[src/rtl/seg_pkg.sv]
// Seven-segment shared definitions: segment bit positions and the active-low hex glyph table.
package seg_pkg;

    localparam int SEG_A = 0;
    localparam int SEG_B = 1;
    localparam int SEG_C = 2;
    localparam int SEG_D = 3;
    localparam int SEG_E = 4;
    localparam int SEG_F = 5;
    localparam int SEG_G = 6;

    localparam logic [6:0] M_A = 7'(1 << SEG_A);
    localparam logic [6:0] M_B = 7'(1 << SEG_B);
    localparam logic [6:0] M_C = 7'(1 << SEG_C);
    localparam logic [6:0] M_D = 7'(1 << SEG_D);
    localparam logic [6:0] M_E = 7'(1 << SEG_E);
    localparam logic [6:0] M_F = 7'(1 << SEG_F);
    localparam logic [6:0] M_G = 7'(1 << SEG_G);

    localparam logic [6:0] SEG_OFF = 7'h7F;

    // Entries list the lit segments; inversion makes them active-low.
    localparam logic [6:0] GLYPH [16] = '{
        ~(M_A | M_B | M_C | M_D | M_E | M_F),        // 0
        ~(M_B | M_C),                                // 1
        ~(M_A | M_B | M_D | M_E | M_G),              // 2
        ~(M_A | M_B | M_C | M_D | M_G),              // 3
        ~(M_B | M_C | M_F | M_G),                    // 4
        ~(M_A | M_C | M_D | M_F | M_G),              // 5
        ~(M_A | M_C | M_D | M_E | M_F | M_G),        // 6
        ~(M_A | M_B | M_C),                          // 7
        ~(M_A | M_B | M_C | M_D | M_E | M_F | M_G),  // 8
        ~(M_A | M_B | M_C | M_D | M_F | M_G),        // 9
        ~(M_A | M_B | M_C | M_E | M_F | M_G),        // A
        ~(M_C | M_D | M_E | M_F | M_G),              // b
        ~(M_A | M_D | M_E | M_F),                    // C
        ~(M_B | M_C | M_D | M_E | M_G),              // d
        ~(M_A | M_D | M_E | M_F | M_G),              // E
        ~(M_A | M_E | M_F | M_G)                     // F
    };

endpackage

[src/rtl/seg_hex_decode.sv]
// Hex nibble to active-low seven-segment pattern.
// Purely combinational (zero latency); no flow control.
module seg_hex_decode
    import seg_pkg::*;
(
    input  logic [3:0] nib,
    output logic [6:0] seg
);

    assign seg = GLYPH[nib];

endmodule

[src/rtl/seg_scan_driver.sv]
// Multiplexed seven-segment scanner with frame snapshots, leading-zero blanking and ghost dead time.
// Outputs registered, one cycle behind the scan state; free-running, no backpressure.
module seg_scan_driver
    import seg_pkg::*;
#(
    parameter int DIGITS  = 4,
    parameter int CLK_DIV = 50000
) (
    input  logic                  clk,
    input  logic                  rst_n,
    input  logic [4*DIGITS-1:0]   value,
    input  logic [DIGITS-1:0]     dp_in,
    input  logic [DIGITS-1:0]     blank_in,
    input  logic                  lz_suppress,
    output logic [6:0]            seg,
    output logic                  dp,
    output logic [DIGITS-1:0]     an,
    output logic                  frame_tick
);

    localparam int PW = (CLK_DIV > 1) ? $clog2(CLK_DIV) : 1;
    localparam int IW = (DIGITS > 1) ? $clog2(DIGITS) : 1;
    localparam logic [PW-1:0] PSC_TC   = PW'(CLK_DIV - 1);
    localparam logic [IW-1:0] IDX_LAST = IW'(DIGITS - 1);

    logic [PW-1:0]       psc;
    logic [IW-1:0]       idx;
    logic [4*DIGITS-1:0] snap_value;
    logic [DIGITS-1:0]   snap_dp;
    logic [DIGITS-1:0]   snap_blank;
    logic                snap_lz;

    logic                tc;
    logic                load;
    logic                zero_run;
    logic [DIGITS-1:0]   lz_dark;
    logic [3:0]          cur_nib;
    logic                cur_dark;
    logic                cur_dp;
    logic [DIGITS-1:0]   cur_an;
    logic [6:0]          cur_seg;

    assign tc   = (psc == PSC_TC);
    assign load = tc && (idx == IDX_LAST);

    always_ff @(posedge clk or negedge rst_n) begin
        if (!rst_n) begin
            psc        <= '0;
            idx        <= '0;
            snap_value <= '0;
            snap_dp    <= '0;
            snap_blank <= '0;
            snap_lz    <= 1'b0;
        end else begin
            psc <= tc ? '0 : psc + 1'b1;
            if (load) begin
                idx        <= '0;
                snap_value <= value;
                snap_dp    <= dp_in;
                snap_blank <= blank_in;
                snap_lz    <= lz_suppress;
            end else if (tc) begin
                idx <= idx + 1'b1;
            end
        end
    end

    // Walk down from the top digit; a digit is a leading zero while every digit above it is zero.
    always_comb begin
        zero_run = 1'b1;
        lz_dark  = '0;
        for (int i = DIGITS - 1; i >= 1; i--) begin
            zero_run   = zero_run & (snap_value[4*i +: 4] == 4'h0);
            lz_dark[i] = zero_run & snap_lz;
        end
    end

    always_comb begin
        cur_nib  = 4'h0;
        cur_dark = 1'b1;
        cur_dp   = 1'b0;
        cur_an   = '1;
        for (int i = 0; i < DIGITS; i++) begin
            if (idx == IW'(i)) begin
                cur_nib   = snap_value[4*i +: 4];
                cur_dark  = snap_blank[i] | lz_dark[i];
                cur_dp    = snap_dp[i];
                cur_an[i] = 1'b0;
            end
        end
    end

    seg_hex_decode u_dec (
        .nib (cur_nib),
        .seg (cur_seg)
    );

    // A TC cycle always ends with idx moving, so the following cycle is the dead slot.
    always_ff @(posedge clk or negedge rst_n) begin
        if (!rst_n) begin
            an         <= '1;
            seg        <= SEG_OFF;
            dp         <= 1'b1;
            frame_tick <= 1'b0;
        end else begin
            frame_tick <= load;
            if (tc || cur_dark) begin
                an  <= '1;
                seg <= SEG_OFF;
                dp  <= 1'b1;
            end else begin
                an  <= cur_an;
                seg <= cur_seg;
                dp  <= ~cur_dp;
            end
        end
    end

endmodule

[config.mk]
export PLATFORM = sky130hd
export DESIGN_NAME = seg_scan_driver
export DESIGN_NICKNAME = d
export VERILOG_FILES = /design/src/rtl/seg_pkg.sv /design/src/rtl/seg_hex_decode.sv /design/src/rtl/seg_scan_driver.sv
export SDC_FILE = /design/constraint.sdc
export NUM_CORES = 1
export LEC_CHECK = 0
export ABC_AREA = 0
export BUFFER_PORTS_ARGS = -buffer_cell sky130_fd_sc_hd__buf_2
export CORE_ASPECT_RATIO = 0.5
export CORE_MARGIN = 2
export CORE_UTILIZATION = 30
export CTS_BUF_LIST = sky130_fd_sc_hd__clkbuf_2
export DETAILED_ROUTE_END_ITERATION = 8
export PLACE_DENSITY = 0.45
export SYNTH_ARGS = -nofsm -noshare
export SYNTH_HDL_FRONTEND = slang
export SYNTH_SLANG_ARGS = --single-unit
[constraint.sdc]
create_clock -name clk -period 4.1 [get_ports clk]
set_input_delay 0.205 -clock clk [delete_from_list [all_inputs] [get_ports clk]]
set_output_delay 0.205 -clock clk [all_outputs]
set_load 0.05 [all_outputs]
# Word level (Yosys, flattened, before mapping)
# Memories as Yosys holds them, arrays and structs flattened.
# Index checks and enable logic that the tools add are counted.
# totals
register_bits	56
romBits	112
in_bits	27
word_cells	59
n_memories	1
# op_classes
add_sub_neg	2
magnitude_cmp	1
n_eq_ne	4
n_mux	24
bitwise	10
n_reduce_logical	7
# memory_table
memory	words	width	read_ports	rd_ports_with_merged_regs	wr	line	source
(name not given)	16	7	1	0	0	seg_hex_decode.sv:10	assign seg = GLYPH[nib];
# ops
operator	n
7-bit two-way mux	3
4-bit two-way mux	5
16-bit by 1-bit adder with 16-bit output, second input constant	1
16-bit equality test, second input constant	1
16-bit two-way mux	1
1-bit two-way mux	13
4-bit zero test	3
1-bit bitwise AND	5
5-bit greater-or-equal comparator, second input constant	1
4-bit NOT with 5-bit output	1
2-bit equality test, second input constant	2
2-bit two-way mux	2
1-bit bitwise OR	3
2-bit by 1-bit adder with 2-bit output, second input constant	1
2-bit by 1-bit equality test with 1-bit output, second input constant	1
2-bit zero test	1
2-bit nonzero test	1
1-bit logical AND	1
1-bit logical OR	1
1-bit NOT	1

# Logic depth before layout (Yosys ltp)
# Gate-level depths: netlist of run 1.
# logic_depth
ltp_word	10
depth_mapped	10

# Hierarchy
# Synthesis of run 1 repeated with hierarchy kept, for this count alone.
# unflattened
cells_unflattened	232
area_unflattened_um2	2752.6
# modules_own_cells
module	instances	cells_per_inst	area_each_um2	seq_area_each_um2
seg_scan_driver	1	200	2477.4	1416.4
seg_hex_decode	1	32	275.3	0.0

# Least setup slack after synthesis of run 1
# OpenSTA, ideal clock, no wires.
# synth_timing
path_kind	register to register
startpoint	register idx[0]
endpoint	register seg[3]
setup_time_ps	60
arrival_ps	2115
t_required_ps	4040
slack_ps	1925
path_stages_with_launch	11
n_path_buf	1
path_cell_list	dfrtp_1 inv_1 ha_1 clkbuf_1 a211oi_1 a221o_1 inv_1 ha_1 mux2i_1 mux2_2 nand2_1
# synth_between
elab_chain_len	10
# synth_lines
element	line	source
start, declared	seg_scan_driver.sv:27	logic [IW-1:0] idx;
start signal, assigned	seg_scan_driver.sv:63	idx <= idx + 1'b1;
2-bit zero test	seg_scan_driver.sv:84	if (idx == IW'(i)) begin
4-bit two-way mux (4 in series)	seg_scan_driver.sv:84	
4-bit NOT with 5-bit output (implied by the code)	seg_hex_decode.sv:10	
memory read 16 x 7 bit	n/a	
7-bit two-way mux (implied by the code) (2 in series)	seg_hex_decode.sv:10	
7-bit two-way mux *	seg_scan_driver.sv:107	if (tc || cur_dark) begin
end signal, assigned	seg_scan_driver.sv:113	seg <= cur_seg;
end, declared	seg_scan_driver.sv:15	output logic [6:0] seg,
# Mark *: on every way between the ends. The rest lies on a longest branch, timed or not. The select of a mux whose other input is x is not followed.
# A chain may end at the register's enable or synchronous reset.

# Worst setup path in the final report of run 1
# Same ends and word-level chain as after synthesis.

==> results of run 1 <==
==> state kept, by name, summed over array words and instances (netlist names) <==
signal	flops
an	4
dp	1
frame_tick	1
idx	2
psc	16
seg	7
snap_blank	4
snap_dp	4
snap_lz	1
snap_value	16
==> through the flow <==
stage	instance area [um^2]	hold slack [ns]	util [%]
2_1_floorplan	2790	-0.0906	-
3_3_place_gp	3100	0.387	35.0
3_5_place_dp	3100	0.395	35.0
4_1_cts	3400	0.370	38.3
5_1_grt	3400	0.419	38.3
6_report	3400	0.350	38.3
==> cell usage in the layout (no fill, tap or decap), drive strengths merged, types with 9 or more instances in the layout <==
| cell | Yosys | final |
|---|---|---|
| inv | 10 | 10 |
| dlygate4sd3 | 0 | 26 |
| dfstp | 12 | 12 |
| ha | 11 | 11 |
| dfrtp | 44 | 44 |
| mux2 | 26 | 26 |
| nand2 | 19 | 19 |
| buf | 5 | 42 |
| xnor2 | 9 | 9 |
| nor2 | 16 | 16 |
==> power by group through the flow <==
stage,clock network [mW],registers [mW],logic (mW)
CTS,0.228,0.589,0.127
floorplan,0,0.619,0.0443
detailed placement,0,0.598,0.107
global placement,0,0.598,0.106
finish,0.214,0.588,0.124
global route,0.248,0.591,0.137
==> cell families (layout without fill, tap and decap cells) <==
| group | Yosys count | count (layout) | synth area share, % |
|---|---|---|---|
| compound gates | 27 | 27 | 7.27 |
| xor+xnor | 13 | 13 | 4.09 |
| fa+ha+maj | 11 | 11 | 4.94 |
| buf+inv | 19 | 86 | 3.23 |
| flops | 56 | 56 | 50.8 |
| mux | 29 | 29 | 14.1 |
| simple gates | 76 | 76 | 15.5 |
==> area by class of cell <==
type	count	area, um^2	area share, %
clock inverters	1	3.75	0.110
repair buffers	68	478	14.1
multi-input cells	156	1280	37.7
clock buffers	7	35.0	1.03
flip-flops and latches	56	1420	41.7
inverters	10	37.5	1.10
well taps	117	146	4.31
==> critical path, cell delays in order (launching register included) <==
cell and delay [ns]:
dfrtp_1 0.45, ha_1 0.60, a211oi_1 0.10, a221o_1 0.46
inv_1 0.13, ha_1 0.25, mux2i_1 0.09, mux2_2 0.28
nand2_1 0.07
==> path summary, 6_finish.rpt <==
path	endpoint	slack [ns]
max	seg[3]	1.63
min	psc[6]	0.35
max reg2reg	seg[3]	1.63
min reg2reg	psc[0]	0.51
max in group asynchronous	snap_value[0]	3.26
min in group clk	snap_value[9]	0.49
==> layer usage <==
metal  vias up  track usage (%)
met5         -                0
met4         0             3.70
met3         8             3.43
met2        18             19.6
met1       933             15.3
li1        949                -
==> reports/results.tsv, run 1 <==
metric	value	unit
outcome	finished clean	
met2WireLength	2550	um
met3_length	166	um
powerDensity	273	nW/um^2
antenna_left	0	
power	0.927	mW
core	8860	um^2
max_freq	406	MHz
reg2regPathDepth	8	
synth_seq_cells	56	
critPathLaunch	idx[0]	
grt_use_total	11.9	%
numClockSinks	56	
layout.cells.non_filler	415	
timing.final.crit_period	2.47	ns
dieWidth	140	um
cts_inserted_buffers	5	
synth_edf_count	0	
cts_hold_buf	26	
setup_viol	0	
hold_viol	0	
antennaDiodeCount	0	
gp_congestion	0.723	
critPathMaxFanout	19	
clk_pin_slew	0.26	ns
finClkSkew	0.0135	ns
power_switching	0.245	mW
io_pins	40	
syn_to_final_growth	21.9	%
yosysMostFrequentCell	dfrtp_1	
clk_latency	0.45	ns
clock-root-buffer	clkbuf_2	
grt_pass1_vias	1940	
yosysWarnings	0	
dp_hpwl	3790	um
highest_layer	met4	
vdd.ir_drop.worst	100	uV
wl_met1	2640	um
critPathLaunchType	register	
h-tree-depth	2	
start_util	31.5	%
drv_slew	0	
worst_slack	1.63	ns
die_h	72.1	um
grt_pass1_wl	9550	um
cts.path.max_buffers	2	
grt_remaining_overflow	0	
crit_path_end_kind	register	
yosysTopAreaCell	dfrtp_1	
hp-class	in2async	
fin_nets	335	
synthCells	231	
vias	1908	
async_reset_ff_share	100	%
avgRoutedWirePerCell	13.1	um
rsz0062_at_grt	false	
drtPass1Iterations	4	
critPathRequiredTime	4.52	ns
synth.area.top_cells	dfrtp_1, dfstp_2, mux2_4	
setup_tns	0	ns
place_ws	1.68	ns
drt_iter0_markers	91	
dieArea	10100	um^2
synth_ff_type	dfrtp_1	
ys_types	42	
rows	24	
path_class	reg2reg	
fill_cells	887	
clkPwrFrac	23.1	%
grt_max_degree	57	
worstMarginPinSlew	0.711	ns
wirelength	5420	um
cts_tree	done	
dp_cells	381	
yosysSeqAreaShare	50.8	%
mappedNetlistNets	269	
intPower	0.682	mW
p_seq_share	63.5	%
ys_top_cells_by_count	dfrtp_1, mux2_4, nand2_1	
comb_power_share	13.4	%
synth_top_area_share	39.5	%
netlist_area	2790	um^2
remaining_drc_errors	0	
leakagePower	1.58	nW
syn_avg_cell_area	12.1	um^2
cap_violations	0	
portBuffers	39	
fin_crit_sh	60.1	%
switching_share	26.4	%
cts_repair_resize_count	0	
grt_antenna_before_repair	0	
regToRegStartpoint	idx[0]	
critical_path_arrival	2.89	ns
slew_headroom	52.6	%
postCtsSetupRepairBufs	0	
avgViaCountPerCell	4.60	
drive_gt1_share	30.9	%
(Power assumes the default switching activity.)
==> run 2, diff against run 1 <==
clock period = 2.5 ns   (was 4.1 ns; I/O delays follow)
==> reports/results.tsv, run 2 (synthesis results as in run 1) <==
metric	value	unit	change
leakagePower	1.61	nW	+1.4%
timing.final.crit_period	2.30	ns	-0.170 ns
hold_viol	0		unchanged
p_seq_share	63.3	%	-0.2 points
layout.cells.non_filler	420		+1.2%
clk_latency	0.46	ns	about the same
antennaDiodeCount	0		unchanged
timing.hold.ws	0.366	ns	+0.0158 ns
grt_use_total	12.3	%	+0.41 points
fin_nets	340		+1.5%
r2r_end	seg[3]		
grt_pass1_wl	9820	um	+2.8%
max_freq	436	MHz	+7.4%
dieWidth	140	um	unchanged
cap_violations	0		unchanged
gp_congestion	0.753		+4.1%
switching_share	26.5	%	+0.092 points
portBuffers	39		unchanged
start_util	31.5	%	unchanged
clock-root-buffer	clkbuf_2		
syn_to_final_growth	23.6	%	
grt_antenna_before_repair	0		unchanged
clk_pin_slew	0.27	ns	about the same
finClkSkew	0.0170	ns	+0.00354 ns
drt_iter0_markers	72		-21%
critPathRequiredTime	2.92	ns	-1.60 ns
cts_tree	done		
cts_inserted_buffers	5		unchanged
setup_viol	0		unchanged
reg2regPathDepth	8		unchanged
place_ws	0.163	ns	-1.52 ns
top_regs	psc: 16 flops, snap_value: 16 flops, seg: 7 flops		
setup_tns	0	ns	unchanged
crit_path_end_kind	register		
grt_max_degree	48		-16%
intPower	1.12	mW	+64%
worst_slack	0.204	ns	-1.43 ns
wirelength	5650	um	+4.2%
avgRoutedWirePerCell	13.4	um	+3.0%
drtPass1Iterations	4		unchanged
slew_headroom	28.9	%	-24 points
comb_power_share	13.6	%	+0.2 points
fill_cells	865		-2.5%
final_cell_mix	dfrtp_1, buf_2, dlygate4sd3_1		
rows	24		unchanged
drv_slew	0		unchanged
utilization	38.9	%	+0.54 points
dp_cells	386		+1.3%
cts.path.max_buffers	2		unchanged
rsz0062_at_grt	false		
powerDensity	442	nW/um^2	+62%
outcome	finished clean		
path_class	reg2reg		
critPathLaunchType	register		
r2r_setup_slack	0.20	ns	-1.43 ns
grt_pass1_vias	2010		+3.6%
vdd.ir_drop.worst	164	uV	+64%
drive_gt1_share	34.0	%	+3.1 points
avgViaCountPerCell	4.59		-0.21%
dieArea	10100	um^2	unchanged
critical_path_arrival	2.72	ns	-0.17 ns
postCtsSetupRepairBufs	0		unchanged
antenna_left	0		unchanged
core	8860	um^2	unchanged
numClockSinks	56		unchanged
worstMarginPinSlew	1.07	ns	+0.356 ns
dp_hpwl	3950	um	+4.1%
power_switching	0.404	mW	+65%
regToRegStartpoint	idx[0]		
vias	1927		+1.0%
fin_crit_sh	91.8	%	+32 points
hp-class	in2async		
h-tree-depth	2		unchanged
remaining_drc_errors	0		unchanged
clkPwrFrac	23.1	%	about the same
die_h	72.1	um	unchanged
grt_remaining_overflow	0		unchanged
layout_commonest_cell	dfrtp_1		
io_pins	40		unchanged
critPathMaxFanout	13		-6
-- run 2: timing repair --
| action | in CTS | in global routing |
|---|---|---|
| gates resized for setup | 0 | 6 |
| setup endpoints to repair | 0 | 4 |
| hold buffers | 26 | 0 |
| hold endpoints to repair | 69 | 0 |
-- run 2: routing by layer --
| metal | wire length [um] | global-route usage (%) | part of all wire, % |
|---|---|---|---|
| met1 | 2760 | 16.1 | 49 |
| met4 | 68 | 3.59 | 1.2 |
| met5 | 0 | 0 | 0 |
| met2 | 2650 | 20.3 | 47 |
| met3 | 165 | 3.23 | 2.9 |
-- run 2: final cells by class --
type / instances / area, um^2 / area share (%)
Clock buffer: 7 / 35.0 / 1.02
Tap cell: 117 / 146 / 4.25
Timing Repair Buffer: 73 / 515 / 15.0
Sequential cell: 56 / 1420 / 41.1
Inverter: 10 / 37.5 / 1.09
Multi-Input combinational cell: 156 / 1290 / 37.5
Clock inverter: 1 / 3.75 / 0.109
-- run 2: worst max-delay path by stage --
stage           start      to  slack [ns]
2_1_floorplan  idx[0]  seg[3]        0.32
3_3_place_gp   idx[0]  seg[3]        0.22
3_5_place_dp   idx[0]  seg[3]        0.16
4_1_cts        idx[1]  seg[3]        0.12
5_1_grt        idx[0]  seg[5]       0.007
6_report       idx[0]  seg[3]        0.20
-- run 2: metrics by stage --
stage                     instance area [um^2]  total power, mW
after detailed placement                  3140             1.16
after global placement                    3140             1.16
final                                     3440             1.52
after floorplan                           2790             1.09
after global routing                      3440             1.62
after CTS                                 3430             1.56
-- run 2: worst max-delay path: stages (launching register included) --
cell,delay [ns]
dfrtp_1,0.47
ha_1,0.38
a211oi_1,0.27
a221o_1,0.31
inv_2,0.09
ha_1,0.32
mux2i_1,0.09
mux2_2,0.27
nand2_1,0.07
-- run 2: power groups by stage --
| stage | clock, mW | sequential (mW) | combinational (mW) |
|---|---|---|---|
| 4_1_cts | 0.388 | 0.967 | 0.210 |
| 3_3_place_gp | 0 | 0.980 | 0.177 |
| 6_report | 0.351 | 0.965 | 0.207 |
| 3_5_place_dp | 0 | 0.981 | 0.178 |
| 5_1_grt | 0.421 | 0.971 | 0.228 |
| 2_1_floorplan | 0 | 1.02 | 0.0727 |
